**config.mk**
```make
export PLATFORM = sky130hd
export DESIGN_NAME = experiment3
export DESIGN_NICKNAME = d
export VERILOG_FILES = /design/src/rtl/experiment3_pkg.sv /design/src/rtl/full_adder.sv /design/src/rtl/experiment3.sv
export SDC_FILE = /design/constraint.sdc
export NUM_CORES = 1
export LEC_CHECK = 0
export BUFFER_PORTS_ARGS = -buffer_cell sky130_fd_sc_hd__buf_2
export CAP_MARGIN = 20
export CORE_UTILIZATION = 25
export DETAILED_ROUTE_END_ITERATION = 12
export SYNTH_ARGS = -nofsm -noshare
export SYNTH_HDL_FRONTEND = slang
export SYNTH_HIERARCHICAL = 1
export SYNTH_SLANG_ARGS = --single-unit
export TNS_END_PERCENT = 10
```
**constraint.sdc**
```tcl
create_clock -name clk -period 7.9 [get_ports clk]
set_input_delay 0.395 -clock clk [delete_from_list [all_inputs] [get_ports clk]]
set_output_delay 0.395 -clock clk [all_outputs]
set_load 0.02 [all_outputs]
```
**src/rtl/experiment3_pkg.sv**
```systemverilog
// Shared constants and result payload for the experiment3 adder collection.
package experiment3_pkg;

    // Default A/B datapath width and the four-bit adder operand width.
    localparam int unsigned WIDTH_DEF = 16;
    localparam int unsigned NIBBLE_W  = 4;

    // Registered results of the one-bit and four-bit adders.
    typedef struct packed {
        logic                ha_c;
        logic                ha_s;
        logic                fa_c;
        logic                fa_s;
        logic                fb_c;
        logic [NIBBLE_W-1:0] fb_s;
    } small_res_t;

endpackage : experiment3_pkg

```
**src/rtl/full_adder.sv**
```systemverilog
// One-bit full adder; the only cell used to build every ripple chain in experiment3.
module full_adder (
    input  logic a,
    input  logic b,
    input  logic cin,
    output logic sum,
    output logic cout
);

    assign sum  = a ^ b ^ cin;
    assign cout = (a & b) | (cin & (a ^ b));

endmodule : full_adder

```
**src/rtl/experiment3.sv**
```systemverilog
// Registered collection of ripple-carry adders: half, full, four-bit, WIDTH-bit
// add, WIDTH-bit subtract and a selectable add/subtract ("part7") with overflow flag.
// Optional feature macro: OVERFLOW_FLAG_EN (when undefined, flag is tied to 0).
module experiment3
    import experiment3_pkg::*;
#(
    parameter int unsigned WIDTH = WIDTH_DEF
) (
    input  logic                clk,
    input  logic                rst,
    input  logic [WIDTH-1:0]    A,
    input  logic [WIDTH-1:0]    B,
    input  logic [NIBBLE_W-1:0] M,
    input  logic [NIBBLE_W-1:0] N,
    input  logic                Cin,
    input  logic                X,
    input  logic                Y,
    input  logic                Sign,
    output logic                flag,
    output logic                halfadderout,
    output logic                halfadderoutput,
    output logic                fulladderout,
    output logic                fulladderoutput,
    output logic                fourbitadderout,
    output logic [NIBBLE_W-1:0] fourbitoutput,
    output logic                sixteenOut,
    output logic [WIDTH-1:0]    sixteenOutput,
    output logic                sixteensubtOut,
    output logic [WIDTH-1:0]    sixteensubtOutput,
    output logic                part7Out,
    output logic [WIDTH-1:0]    part7Output
);

    // Combinational adder results
    logic                ha_s;
    logic                ha_c;
    logic                fa_s;
    logic                fa_c;
    logic [NIBBLE_W:0]   fb_c;
    logic [NIBBLE_W-1:0] fb_s;
    logic [WIDTH:0]      add_c;
    logic [WIDTH-1:0]    add_s;
    logic [WIDTH-1:0]    sub_b;
    logic [WIDTH:0]      sub_c;
    logic [WIDTH-1:0]    sub_s;
    logic [WIDTH-1:0]    p7_b;
    logic [WIDTH:0]      p7_c;
    logic [WIDTH-1:0]    p7_s;

    // Registered state
    small_res_t          small_d;
    small_res_t          small_q;
    logic [WIDTH:0]      add_d;
    logic [WIDTH:0]      add_q;
    logic [WIDTH:0]      sub_d;
    logic [WIDTH:0]      sub_q;
    logic [WIDTH:0]      p7_d;
    logic [WIDTH:0]      p7_q;
    logic                flag_d;
    logic                flag_q;

    // Half adder is a full adder with carry-in held low.
    full_adder u_ha (.a(X), .b(Y), .cin(1'b0), .sum(ha_s), .cout(ha_c));

    full_adder u_fa (.a(X), .b(Y), .cin(Cin), .sum(fa_s), .cout(fa_c));

    // Subtraction is A + ~B + 1; part7 selects between add and subtract via Sign.
    assign sub_b    = ~B;
    assign p7_b     = B ^ {WIDTH{Sign}};
    assign fb_c[0]  = Cin;
    assign add_c[0] = 1'b0;
    assign sub_c[0] = 1'b1;
    assign p7_c[0]  = Sign;

    for (genvar i = 0; i < NIBBLE_W; i++) begin : g_fb
        full_adder u_fa (
            .a(M[i]), .b(N[i]), .cin(fb_c[i]), .sum(fb_s[i]), .cout(fb_c[i+1])
        );
    end

    for (genvar i = 0; i < WIDTH; i++) begin : g_wide
        full_adder u_add (
            .a(A[i]), .b(B[i]), .cin(add_c[i]), .sum(add_s[i]), .cout(add_c[i+1])
        );
        full_adder u_sub (
            .a(A[i]), .b(sub_b[i]), .cin(sub_c[i]), .sum(sub_s[i]), .cout(sub_c[i+1])
        );
        full_adder u_p7 (
            .a(A[i]), .b(p7_b[i]), .cin(p7_c[i]), .sum(p7_s[i]), .cout(p7_c[i+1])
        );
    end

    // Gather next-state values; overflow uses the effective (possibly inverted) B operand.
    always_comb begin
        small_d      = '0;
        small_d.ha_c = ha_c;
        small_d.ha_s = ha_s;
        small_d.fa_c = fa_c;
        small_d.fa_s = fa_s;
        small_d.fb_c = fb_c[NIBBLE_W];
        small_d.fb_s = fb_s;
        add_d        = {add_c[WIDTH], add_s};
        sub_d        = {sub_c[WIDTH], sub_s};
        p7_d         = {p7_c[WIDTH], p7_s};
`ifdef OVERFLOW_FLAG_EN
        flag_d       = (A[WIDTH-1] == p7_b[WIDTH-1]) && (p7_s[WIDTH-1] != A[WIDTH-1]);
`else
        flag_d       = 1'b0;
`endif
    end

    // Output registers with synchronous reset that overrides any operation in flight.
    always_ff @(posedge clk) begin
        if (rst) begin
            small_q <= '0;
            add_q   <= '0;
            sub_q   <= '0;
            p7_q    <= '0;
            flag_q  <= 1'b0;
        end else begin
            small_q <= small_d;
            add_q   <= add_d;
            sub_q   <= sub_d;
            p7_q    <= p7_d;
            flag_q  <= flag_d;
        end
    end

    assign halfadderout      = small_q.ha_c;
    assign halfadderoutput   = small_q.ha_s;
    assign fulladderout      = small_q.fa_c;
    assign fulladderoutput   = small_q.fa_s;
    assign fourbitadderout   = small_q.fb_c;
    assign fourbitoutput     = small_q.fb_s;
    assign sixteenOut        = add_q[WIDTH];
    assign sixteenOutput     = add_q[WIDTH-1:0];
    assign sixteensubtOut    = sub_q[WIDTH];
    assign sixteensubtOutput = sub_q[WIDTH-1:0];
    assign part7Out          = p7_q[WIDTH];
    assign part7Output       = p7_q[WIDTH-1:0];
    assign flag              = flag_q;

endmodule : experiment3

```
==> flow_metrics.py <==
metrics = {
    "placed_design": {
        "dpl.hpwl_um": 4650,
        "place_area_mm2": 0.00358,
        "port_buffers": 105,
        "place_congestion": 0.724,
    },
    "logic_synthesis": {
        "post-synth-top-area-cell": "dfxtp_1",
        "synthXorXnorAreaFrac_pct": 4.78,
        "ys_warn_count": 6,
        "yosys.area_share.simple_pct": 12.8,
        "yosysUniqueCellTypes": 10,
        "yosys.area.top_type_share_pct": 40.9,
        "synthAdderAreaFrac_pct": 36.8,
        "avgSynthCellArea_um2": 13.5,
        "synth_top_family_by_area": "adder cells",
        "async_reset_ff_share_pct": 0,
        "synth-compound-area-share_pct": 0,
        "ys_ff_latch": 60,
        "synth-edff-count": 0,
        "synth.mux.area_fraction_pct": 0,
        "synth_area_leaders": "dfxtp_1 41%, fa_1 37%, nor2b_1 13%",
        "syn-instance-count": 217,
        "synth_ff_type": "dfxtp_1",
        "synth_area_mm2": 0.00293,
        "synth-seq-area-share_pct": 40.9,
        "ys_top_cells_by_count": "60 x dfxtp_1, 60 x nor2b_1, 54 x fa_1",
    },
    "critical_path": {
        "cp_max_fo": 3,
        "crit_type": "in -> reg",
        "worst_setup_path_end_kind": "flip-flop",
        "critPathLaunchType": "input pin",
        "crit_required_ns": 8.08,
        "crit_arrival_ns": 7.23,
    },
    "global_routing": {
        "overflow": 0,
        "antenna_found_initial": 0,
        "first_global_vias": 1860,
        "grt_max_degree": 61,
        "grt_use_total_pct": 9.84,
        "grt_pass1_wl_um": 8510,
    },
    "min_path": {
        "whs_path_depth": 3,
        "hold_start": "N[3]",
        "hp-class": "in -> reg",
        "holdPathEnd": "fourbitadderout",
    },
    "final_layout": {
        "finalNetCount": 427,
        "fin_area_mm2": 0.00392,
        "antenna-diode-count": 0,
        "area_growth_pct": 33.6,
        "drive_above_1_share_pct": 36.7,
    },
    "timing": {
        "worst_pin_slew_ns": 1.01,
        "setup_viol": 0,
        "hold_viol": 0,
        "finalSetupTns_ns": 0,
        "slew_headroom_pct": 32.9,
        "fmax_mhz": 142,
        "drv_slew": 0,
        "post-route-period-util_pct": 89.2,
        "rsz0062_at_grt": "no",
        "period_minus_slack_ns": 7.05,
    },
    "floorplan": {
        "ios": 107,
        "core_mm2": 0.0114,
        "start_util_pct": 25.7,
        "rows": 39,
        "die_w_um": 110,
        "die_h_um": 110,
        "die_area_mm2": 0.0122,
    },
    "detailed_routing": {
        "drc": 0,
        "num_vias": 1776,
        "wl_per_cell_um": 11.6,
        "first_pass_iters": 2,
        "ant_nets": 0,
        "wirelength_um": 5510,
        "drtIter0Drc": 29,
        "viasPerCell": 3.74,
    },
    "clock_tree": {
        "clk_pin_slew_ns": 0.05,
        "cts_htree_levels": 3,
        "clock_sink_count": 60,
        "cts_tree": "built",
        "clockRootBuffer": "clkbuf_16",
        "clock_path_buffers": 2,
        "ctsResizeCount": 0,
        "postCtsSetupRepairBufs": 0,
        "holdBufCountCts": 0,
        "cts_buffers": 9,
    },
    "job": {
        "cap_violations": 0,
    },
    "power_and_ir_drop": {
        "ir_drop_mv": 0.0914,
        "leakage_uw": 0.00183,
        "powerDensity_mw_per_mm2": 257,
    },
    "run_status": {
        "outcome": "complete, no violations",
    },
}
-- cell usage in the layout (no fill, tap or decap) --
cell | synthesis | final
buf_2 | 6 | 105
clkbuf_8 | 0 | 3
fa_1 | 54 | 54
clkbuf_16 | 0 | 9
buf_4 | 1 | 1
conb_1 | 2 | 4
dfxtp_1 | 60 | 60
bufinv_16 | 0 | 2
nor2b_1 | 60 | 60
clkinv_2 | 0 | 2
inv_1 | 16 | 16
xor2_1 | 16 | 16
-- how the worst max path moves through the flow --
stage                     startpoint        to  cells past startpoint
after CTS                       Sign  p7_q[15]                     19
final                           Sign  p7_q[15]                     19
after global routing            Sign  p7_q[15]                     19
after floorplan                 Sign  p7_q[15]                     19
after global placement          Sign  p7_q[15]                     19
after detailed placement        Sign  p7_q[15]                     19
-- where the power goes --
part | switching [uW] | total (uW) | internal, uW
Clock | 128 | 428 | 300
Sequential | 9.31 | 355 | 345
Combinational | 132 | 226 | 94.3
Total | 269 | 1010 | 740
-- cell families (layout without fill, tap and decap cells) --
| group | Yosys count | after routing |
|---|---|---|
| flops | 60 | 60 |
| buf+inv | 25 | 138 |
| other cells | 2 | 4 |
| fa+ha+maj | 54 | 54 |
| simple gates | 60 | 60 |
| xor+xnor | 16 | 16 |
-- layout make-up --
type,count,area [um^2]
clock inverters,4,70.1
clock buffers,12,267
multi-input cells,134,1610
well taps,143,179
fillers,1147,7500
repair buffers,106,533
inverters,16,60.1
flip-flops and latches,60,1200
-- critical path, stage by stage --
cell and delay [ns]:
buf_2 0.12, xor2_1 0.17, fa_1 0.42, fa_1 0.40
fa_1 0.42, fa_1 0.40, fa_1 0.39, fa_1 0.40
fa_1 0.39, fa_1 0.39, fa_1 0.40, fa_1 0.39
fa_1 0.38, fa_1 0.39, fa_1 0.41, fa_1 0.39
fa_1 0.41, fa_1 0.43, nor2b_1 0.13
-- layer usage --
layer | global-route usage, % | vias up | wire length, um | part of all wire (%)
li1 | - | 846 | - | -
met1 | 10.1 | 873 | 1960 | 36
met2 | 16.4 | 48 | 3010 | 55
met3 | 3.70 | 9 | 400 | 7.3
met4 | 7.05 | 0 | 135 | 2.5
met5 | 0 | - | 0 | 0
-- registers in the layout (all words and copies together), names as in the netlist --
register and cells:
fulladderout 1, fourbitadderout 1, sub_q 17, add_q 17, halfadderoutput 1, p7_q 17
fourbitoutput 4, halfadderout 1, fulladderoutput 1
-- through the flow --
stage	hold WS [ns]	total power (uW)	cells	setup WS, ns	utilization (%)
3_5_place_dp	0.788	594	459	0.487	31.4
4_1_cts	0.442	1030	475	0.832	34.3
6_report	0.458	1010	475	0.851	34.3
2_1_floorplan	0.656	505	219	0.842	-
5_1_grt	0.460	1070	475	0.661	34.3
3_3_place_gp	0.772	590	459	0.544	31.4
Power figures use the tool's default switching activity.
